### src/rtl/write_eeprom_if.sv
// I2C master command bus shared by the EEPROM read/write controllers.
// The master modport is taken by the controller that issues transactions.
interface write_eeprom_if;
   logic [6:0] i2c_slave_addr;
   logic       i2c_rw;
   logic [7:0] i2c_write_data;
   logic [7:0] i2c_nbytes;
   logic       i2c_start;
   logic       i2c_tx_data_req;
   logic       i2c_busy;
   logic       i2c_nack;

   modport master (
      output i2c_slave_addr, i2c_rw, i2c_write_data, i2c_nbytes, i2c_start,
      input  i2c_tx_data_req, i2c_busy, i2c_nack
   );

   modport slave (
      input  i2c_slave_addr, i2c_rw, i2c_write_data, i2c_nbytes, i2c_start,
      output i2c_tx_data_req, i2c_busy, i2c_nack
   );
endinterface

### src/rtl/write_eeprom.sv
// Page-splitting write controller for 24xx-style I2C EEPROMs.
// Define WR_ACK_POLL_EN to replace the fixed write-cycle wait with ACK polling (TWR_CYCLES becomes a timeout).
module write_eeprom #(
   parameter int unsigned PAGE_SIZE  = 64,
   parameter int unsigned TWR_CYCLES = 250000
) (
   input  logic        clk,
   input  logic        reset,
   input  logic [6:0]  slave_addr_w,
   input  logic [15:0] mem_addr_w,
   input  logic [7:0]  write_nbytes_w,
   input  logic        start,
   input  logic [7:0]  data_in,
   input  logic        data_in_valid,
   output logic        data_in_ready,
   output logic        busy,
   output logic        done,
   output logic        underrun,
   write_eeprom_if.master i2c
);
   typedef enum logic [2:0] {IDLE, CHUNK, SEND, WAIT_END, WRITE_CYCLE, DONE} state_t;

   localparam logic [7:0]  PAGE_MASK = 8'(PAGE_SIZE - 1);
   localparam logic [8:0]  PAGE_SPAN = 9'(PAGE_SIZE);
   localparam logic [31:0] TWR_LAST  = 32'(TWR_CYCLES - 1);

   state_t      state;
   logic [6:0]  slave_addr_r;
   logic [15:0] mem_addr_r;
   logic [7:0]  remaining;
   logic [7:0]  chunk;
   logic [7:0]  byte_idx;
   logic [7:0]  total;
   logic [8:0]  loaded;
   logic        data_sent;
   logic        hold_full;
   logic [7:0]  hold_data;
   logic [31:0] timer;

   logic [8:0]  page_space;
   logic [7:0]  chunk_calc;
   logic        start_acc, fill, slot, drain, skip, full_n, page_done;
   logic [8:0]  loaded_n;
   logic [7:0]  total_n;

`ifdef WR_ACK_POLL_EN
   logic [1:0]  poll_phase;
   logic        poll_ack;
   assign poll_ack = (poll_phase == 2'd2) && !i2c.i2c_busy && !i2c.i2c_nack;
   assign page_done = (state == WRITE_CYCLE) && (poll_ack || (timer == TWR_LAST));
`else
   logic unused_nack;
   assign unused_nack = i2c.i2c_nack;
   assign page_done = (state == WRITE_CYCLE) && (timer == TWR_LAST);
`endif

   // A transaction never crosses a page: bytes left in the current page bound the chunk.
   always_comb begin
      page_space = PAGE_SPAN - {1'b0, mem_addr_r[7:0] & PAGE_MASK};
      chunk_calc = ({1'b0, remaining} < page_space) ? remaining : page_space[7:0];
   end

   // Holding-register bookkeeping; an underrun slot is counted as loaded so later bytes stay aligned.
   always_comb begin
      start_acc = (state == IDLE) && start;
      fill      = data_in_valid && data_in_ready;
      slot      = (state == SEND) && !data_sent && i2c.i2c_tx_data_req && (byte_idx >= 8'd2);
      drain     = slot && hold_full;
      skip      = slot && !hold_full;
      if (start_acc) begin
         total_n  = write_nbytes_w;
         loaded_n = '0;
         full_n   = 1'b0;
      end else begin
         total_n  = total;
         loaded_n = loaded + {8'd0, fill} + {8'd0, skip};
         full_n   = (hold_full && !drain) || fill;
      end
   end

   always_ff @(posedge clk) begin
      if (reset) begin
         state              <= IDLE;
         busy               <= 1'b0;
         done               <= 1'b0;
         underrun           <= 1'b0;
         data_in_ready      <= 1'b0;
         i2c.i2c_start      <= 1'b0;
         i2c.i2c_nbytes     <= '0;
         i2c.i2c_slave_addr <= '0;
         i2c.i2c_rw         <= 1'b0;
         i2c.i2c_write_data <= '0;
         remaining          <= '0;
         chunk              <= '0;
         byte_idx           <= '0;
         total              <= '0;
         loaded             <= '0;
         data_sent          <= 1'b0;
         hold_full          <= 1'b0;
         timer              <= '0;
`ifdef WR_ACK_POLL_EN
         poll_phase         <= '0;
`endif
      end else begin
         i2c.i2c_start <= 1'b0;
         i2c.i2c_rw    <= 1'b0;
         done          <= 1'b0;
         total         <= total_n;
         loaded        <= loaded_n;
         hold_full     <= full_n;
         if (fill) hold_data <= data_in;
         data_in_ready <= !full_n && (loaded_n < {1'b0, total_n}) &&
                          (((state != IDLE) && (state != DONE)) || start_acc);
         if (!i2c.i2c_tx_data_req) data_sent <= 1'b0;

         case (state)
            IDLE: begin
               if (start) begin
                  slave_addr_r <= slave_addr_w;
                  mem_addr_r   <= mem_addr_w;
                  remaining    <= write_nbytes_w;
                  underrun     <= 1'b0;
                  busy         <= 1'b1;
                  state        <= (write_nbytes_w == 8'd0) ? DONE : CHUNK;
               end
            end
            CHUNK: begin
               chunk              <= chunk_calc;
               i2c.i2c_nbytes     <= chunk_calc + 8'd2;
               i2c.i2c_slave_addr <= slave_addr_r;
               i2c.i2c_start      <= 1'b1;
               byte_idx           <= '0;
               data_sent          <= 1'b0;
               state              <= SEND;
            end
            SEND: begin
               if (!data_sent && i2c.i2c_tx_data_req) begin
                  data_sent <= 1'b1;
                  byte_idx  <= byte_idx + 8'd1;
                  if (byte_idx == 8'd0)
                     i2c.i2c_write_data <= mem_addr_r[15:8];
                  else if (byte_idx == 8'd1)
                     i2c.i2c_write_data <= mem_addr_r[7:0];
                  else if (hold_full)
                     i2c.i2c_write_data <= hold_data;
                  else begin
                     i2c.i2c_write_data <= 8'hFF;
                     underrun           <= 1'b1;
                  end
                  if (byte_idx == chunk + 8'd1) state <= WAIT_END;
               end
            end
            WAIT_END: begin
               if (!i2c.i2c_busy) begin
                  timer <= '0;
`ifdef WR_ACK_POLL_EN
                  poll_phase <= '0;
`endif
                  state <= WRITE_CYCLE;
               end
            end
            WRITE_CYCLE: begin
               if (page_done) begin
                  mem_addr_r <= mem_addr_r + {8'd0, chunk};
                  remaining  <= remaining - chunk;
                  state      <= (remaining == chunk) ? DONE : CHUNK;
`ifdef WR_ACK_POLL_EN
                  if (!poll_ack) underrun <= 1'b1;
`endif
               end else begin
                  timer <= timer + 32'd1;
`ifdef WR_ACK_POLL_EN
                  // Address-only write; a NACK means the internal write cycle is still running.
                  case (poll_phase)
                     2'd0: begin
                        i2c.i2c_nbytes     <= 8'd0;
                        i2c.i2c_slave_addr <= slave_addr_r;
                        i2c.i2c_start      <= 1'b1;
                        poll_phase         <= 2'd1;
                     end
                     2'd1:    poll_phase <= 2'd2;
                     default: if (!i2c.i2c_busy) poll_phase <= 2'd0;
                  endcase
`endif
               end
            end
            DONE: begin
               done  <= 1'b1;
               busy  <= 1'b0;
               state <= IDLE;
            end
            default: state <= IDLE;
         endcase
      end
   end
endmodule

### src/flat_wrapper.sv
// flat-port wrapper written by rule: the top's interface ports become plain ports
module write_eeprom_flat 
#(
   parameter int unsigned PAGE_SIZE  = 64,
   parameter int unsigned TWR_CYCLES = 250000
)
  (clk, reset, slave_addr_w, mem_addr_w, write_nbytes_w, start, data_in, data_in_valid, data_in_ready, busy, done, underrun, i2c_i2c_slave_addr, i2c_i2c_rw, i2c_i2c_write_data, i2c_i2c_nbytes, i2c_i2c_start, i2c_i2c_tx_data_req, i2c_i2c_busy, i2c_i2c_nack);
  write_eeprom_if i2c_i ();
  input  logic clk;
  input  logic reset;
  input  logic [6:0] slave_addr_w;
  input  logic [15:0] mem_addr_w;
  input  logic [7:0] write_nbytes_w;
  input  logic start;
  input  logic [7:0] data_in;
  input  logic data_in_valid;
  output logic data_in_ready;
  output logic busy;
  output logic done;
  output logic underrun;
  output wire logic [$bits(i2c_i.i2c_slave_addr)-1:0] i2c_i2c_slave_addr;
  output wire logic [$bits(i2c_i.i2c_rw)-1:0] i2c_i2c_rw;
  output wire logic [$bits(i2c_i.i2c_write_data)-1:0] i2c_i2c_write_data;
  output wire logic [$bits(i2c_i.i2c_nbytes)-1:0] i2c_i2c_nbytes;
  output wire logic [$bits(i2c_i.i2c_start)-1:0] i2c_i2c_start;
  input wire logic [$bits(i2c_i.i2c_tx_data_req)-1:0] i2c_i2c_tx_data_req;
  input wire logic [$bits(i2c_i.i2c_busy)-1:0] i2c_i2c_busy;
  input wire logic [$bits(i2c_i.i2c_nack)-1:0] i2c_i2c_nack;
  assign i2c_i2c_slave_addr = i2c_i.i2c_slave_addr;
  assign i2c_i2c_rw = i2c_i.i2c_rw;
  assign i2c_i2c_write_data = i2c_i.i2c_write_data;
  assign i2c_i2c_nbytes = i2c_i.i2c_nbytes;
  assign i2c_i2c_start = i2c_i.i2c_start;
  assign i2c_i.i2c_tx_data_req = i2c_i2c_tx_data_req;
  assign i2c_i.i2c_busy = i2c_i2c_busy;
  assign i2c_i.i2c_nack = i2c_i2c_nack;
  write_eeprom #(.PAGE_SIZE(PAGE_SIZE), .TWR_CYCLES(TWR_CYCLES)) u_core (.clk(clk), .reset(reset), .slave_addr_w(slave_addr_w), .mem_addr_w(mem_addr_w), .write_nbytes_w(write_nbytes_w), .start(start), .data_in(data_in), .data_in_valid(data_in_valid), .data_in_ready(data_in_ready), .busy(busy), .done(done), .underrun(underrun), .i2c(i2c_i));
endmodule
### config.mk
export PLATFORM = sky130hd
export DESIGN_NAME = write_eeprom_flat
export DESIGN_NICKNAME = d
export VERILOG_FILES = /design/src/rtl/write_eeprom_if.sv /design/src/rtl/write_eeprom.sv /design/src/flat_wrapper.sv
export SDC_FILE = /design/constraint.sdc
export NUM_CORES = 1
export LEC_CHECK = 0
export ABC_AREA = 0
export BUFFER_PORTS_ARGS = -buffer_cell sky130_fd_sc_hd__buf_4
export CAP_MARGIN = 20
export CORE_UTILIZATION = 60
export DETAILED_ROUTE_END_ITERATION = 7
export HOLD_SLACK_MARGIN = 0.03
export PLACE_DENSITY = 0.77
export SLEW_MARGIN = 20
export SYNTH_ARGS = -nofsm -noshare
export SYNTH_HDL_FRONTEND = slang
export SYNTH_SLANG_ARGS = --single-unit
### constraint.sdc
create_clock -name clk -period 4.05 [get_ports clk]
set_input_delay 0 -clock clk [delete_from_list [all_inputs] [get_ports clk]]
set_output_delay 0 -clock clk [all_outputs]
set_load 0.05 [all_outputs]
==> impl_results.md <==
- Area growth, synth to finish: 22.7%
- Max-Cap Viols: 0
- Setup slack, reg-to-reg: about 0.33 ns
- IO buf count: around 70
- WHS: between 0.1 and 0.15 ns
- GR met3 Demand/Resource: 0.0962
- Synth Net Count: between 900 and 1,000
- Largest family of logic cells by synthesized area: simple AND/OR/NAND/NOR gates
- Total grt overflow: 0
- RSZ-0062 raised after global routing: no
- Global-route usage over all layers: 0.321
- Initial DRC Count: 521
- Post-synthesis mux area share: 0.0255
- Crit end category: register
- GPL Wtd Cong: a little over 0.9
- Status: complete, no violations
- DR vias/cell: about 5.9
- Layout cells sized above 1: 0.133
- Final ANT Viol Nets: 0
- Multi-input gate area in the final layout: ~4200 um^2
- Rel. slew slack: 0.287
- Fillcell total: between 900 and 1,000
- H-Tree Depth: 4
- Initial antenna violation count: 0
- Tcrit/Tclk final: 0.918
- Post-Syn Area: approximately 7500 um^2
- GRT busiest layer: met2
- Mapped Avg Cell Area: between 8 and 9 um^2
- Complex-gate fraction of the synthesized area: 0.142
- Setup TNS: 0 ns
- Final-report max-slew violation count: 0
- Dpl ws: roughly 0.21 ns
- Clock-pin slew on the worst setup and hold paths: about 0.060 ns
- Hold path endpoint: u_core.remaining[0]$_SDFFE_PP0P_
- DR vias: about 6,800
- Final setup violation count: 0
- Critical Path Source Type: register
- Synth Instances: 870
- Skew final: around 0.0057 ns
- Post-synthesis adder-cell area fraction: 0.0696
- Fin crit period: about 3.7 ns
- Die X: about 110 um
- Detail Placement HPWL: approximately 14 mm
- # diodes: 0
- Fmax: 269 MHz
- PD cells: 418 nW/um^2
- Final #Nets: around 1,100
- Placed Instance Area: between 8000 and 9000 um^2
- Hold path startpoint: reset
- Synthesis-stage register bit count: about 140
- Worst min path class: input pin to register
- PnR worst setup slack: about 0.33 ns
- M1 GR Usage: 0.412
- Routed WL: about 20 mm
- Register area share after synthesis: 0.403
- XOR/XNOR Fraction of Synth Area: 0.0850
- Register area: ~3000 um^2
- RR Startpoint: u_core.mem_addr_r[2]$_DFFE_PP_
- Root Driver: clkbuf_16
- Full die area: around 13,000 um^2
- First drt pass iteration count: 5
- Row count: 40
- Leakage power: roughly 3.6 nW
- Tightest Pin Transition: 1.06 ns
- Clk sinks: roughly 140
- Hold Fails Final Rpt: 0
- Critical-path maximum fanout: 10
- Largest net degree at the start of global routing: between 60 and 70
- Post-synth EDFFs: 31
- Vias in the first global route: between 6,000 and 7,000
- CTS tree: done
- Worst r2r path cells: 14
- Simple-gate area share of the yosys netlist: 0.233
- Clock buffer count from CTS: 17
- Met2 Usage GRT: 0.514
- Critical Path RT: between 4 and 5 ns
- Avg WL per Cell: 17.1 um
- Synth unique cells: 60
- Top FF cell, synth: dfxtp_1
- Ports: between 70 and 80
- CTS Buffer Depth: 2
- Finished Core Util: 0.762
- Initial Util: 0.621
- Core Area: 12,100 um^2
- WP data arrival: slightly below 4 ns
- Post-route design area: approximately 9200 um^2
- WS Path Type: register to register
- Clk_lat worst skew: roughly 0.42 ns
- Synth Warn #: 0
- Hold path depth: 2
- Die height: 114 um
- Max VDD drop: 0.372 mV
- Residual DRC: 0
- RR Endpoint: u_core.i2c.i2c_nbytes[5]$_SDFFE_PP0P_
- First-pass GRT wire length: roughly 32 mm
- Fraction of registers with async set/reset: 0
worst max-delay path: stages, from the launching register on:
cell,delay (ns)
edfxtp_1,0.51
nor3_1,0.32
nor3b_1,0.27
xor2_1,0.34
ha_1,0.32
nand4_1,0.09
nand3_1,0.09
a31oi_2,0.20
buf_4,0.21
mux2i_2,0.27
inv_1,0.07
ha_1,0.27
and4_1,0.18
o311ai_1,0.29
a21oi_1,0.13
metrics by stage:
step | power (mW) | std cells
2_1_floorplan | 2.08 | 870
4_1_cts | 3.83 | 1153
6_report | 3.86 | 1156
3_3_place_gp | 2.28 | 1079
5_1_grt | 4.01 | 1156
3_5_place_dp | 2.31 | 1079
layout by cell type (no fill, tap or decap), types with 9 or more instances in the layout:
cell type,instances
edfxtp_1,31
buf_4,89
clkbuf_16,17
nand2_1,95
and3_1,16
dfxtp_1,105
o21ai_0,41
inv_1,31
a211oi_1,15
nor3_1,21
ha_1,37
nor4_1,13
nor2_1,92
mux2i_1,17
and2_1,10
a311oi_1,9
nand4_1,19
xor2_1,24
xnor2_1,49
nand3_1,34
a21oi_1,54
dlygate4sd3_1,42
or3_1,12
cell usage after synthesis, drive strengths merged, types with 20 or more instances:
cell / instances / area [um^2]
a21oi: 54 / 270
nor2: 92 / 345
edfxtp: 31 / 931
nor3: 24 / 131
nand2: 95 / 357
xnor2: 49 / 429
dfxtp: 105 / 2100
nand3: 34 / 170
clkbuf: 29 / 109
xor2: 24 / 210
inv: 31 / 116
nand4: 20 / 140
o21ai: 41 / 205
ha: 37 / 463
logic make-up after synthesis:
logic type | count (synthesis)
simple gates | 356
compound gates | 169
flops | 136
buf+inv | 76
xor+xnor | 73
fa+ha+maj | 40
mux | 19
other cells | 1
where the power goes:
part           switching (mW)  internal, mW
registers              0.0796          1.46
logic                   0.477         0.333
clock network           0.589         0.919
total                    1.15          2.71
flip-flops by register name (all words and copies together) (netlist names), 7 cells and up:
name / count
u_core.timer: 32
u_core.mem_addr_r: 16
u_core.loaded: 9
u_core.byte_idx: 8
u_core.chunk: 8
u_core.hold_data: 8
u_core.i2c.i2c_write_data: 8
u_core.remaining: 8
u_core.total: 8
u_core.i2c.i2c_nbytes: 7
u_core.i2c.i2c_slave_addr: 7
u_core.slave_addr_r: 7
worst max path at each step:
stage                                          from                               endpoint  depth (start not counted)  slack (ns)
floorplan           u_core.byte_idx[4]$_SDFFE_PP0P_        u_core.data_in_ready$_SDFF_PP0_                         16        0.41
global placement     u_core.mem_addr_r[1]$_DFFE_PP_  u_core.i2c.i2c_nbytes[5]$_SDFFE_PP0P_                         16        0.39
detailed placement   u_core.mem_addr_r[1]$_DFFE_PP_  u_core.i2c.i2c_nbytes[5]$_SDFFE_PP0P_                         16        0.21
CTS                  u_core.mem_addr_r[1]$_DFFE_PP_  u_core.i2c.i2c_nbytes[5]$_SDFFE_PP0P_                         16        0.17
global route         u_core.mem_addr_r[1]$_DFFE_PP_  u_core.i2c.i2c_nbytes[5]$_SDFFE_PP0P_                         18        0.02
finish               u_core.mem_addr_r[2]$_DFFE_PP_  u_core.i2c.i2c_nbytes[5]$_SDFFE_PP0P_                         14        0.33
layout make-up:
| type | instances | area share |
|---|---|---|
| multi-input cells | 658 | 0.456 |
| flip-flops and latches | 136 | 0.329 |
| repair buffers | 131 | 0.118 |
| clock buffers | 20 | 0.0484 |
| well taps | 168 | 0.0228 |
| clock inverters | 12 | 0.0138 |
| inverters | 31 | 0.0126 |
layer usage:
| metal | vias to the layer above | wire [um] |
|---|---|---|
| met3 | 32 | 1490 |
| met4 | 0 | 374 |
| met2 | 264 | 9190 |
| met1 | 3171 | 8680 |
| li1 | 3300 | - |
| met5 | - | 0 |
timing repair:
| item | in CTS | in global routing |
|---|---|---|
| gates resized for setup | 0 | 4 |
| hold buffers | 42 | 0 |
| buffers inserted | 0 | 3 |
| hold endpoints to repair | 51 | 0 |
| setup endpoints to repair | 0 | 1 |
Power figures use the tool's default switching activity.
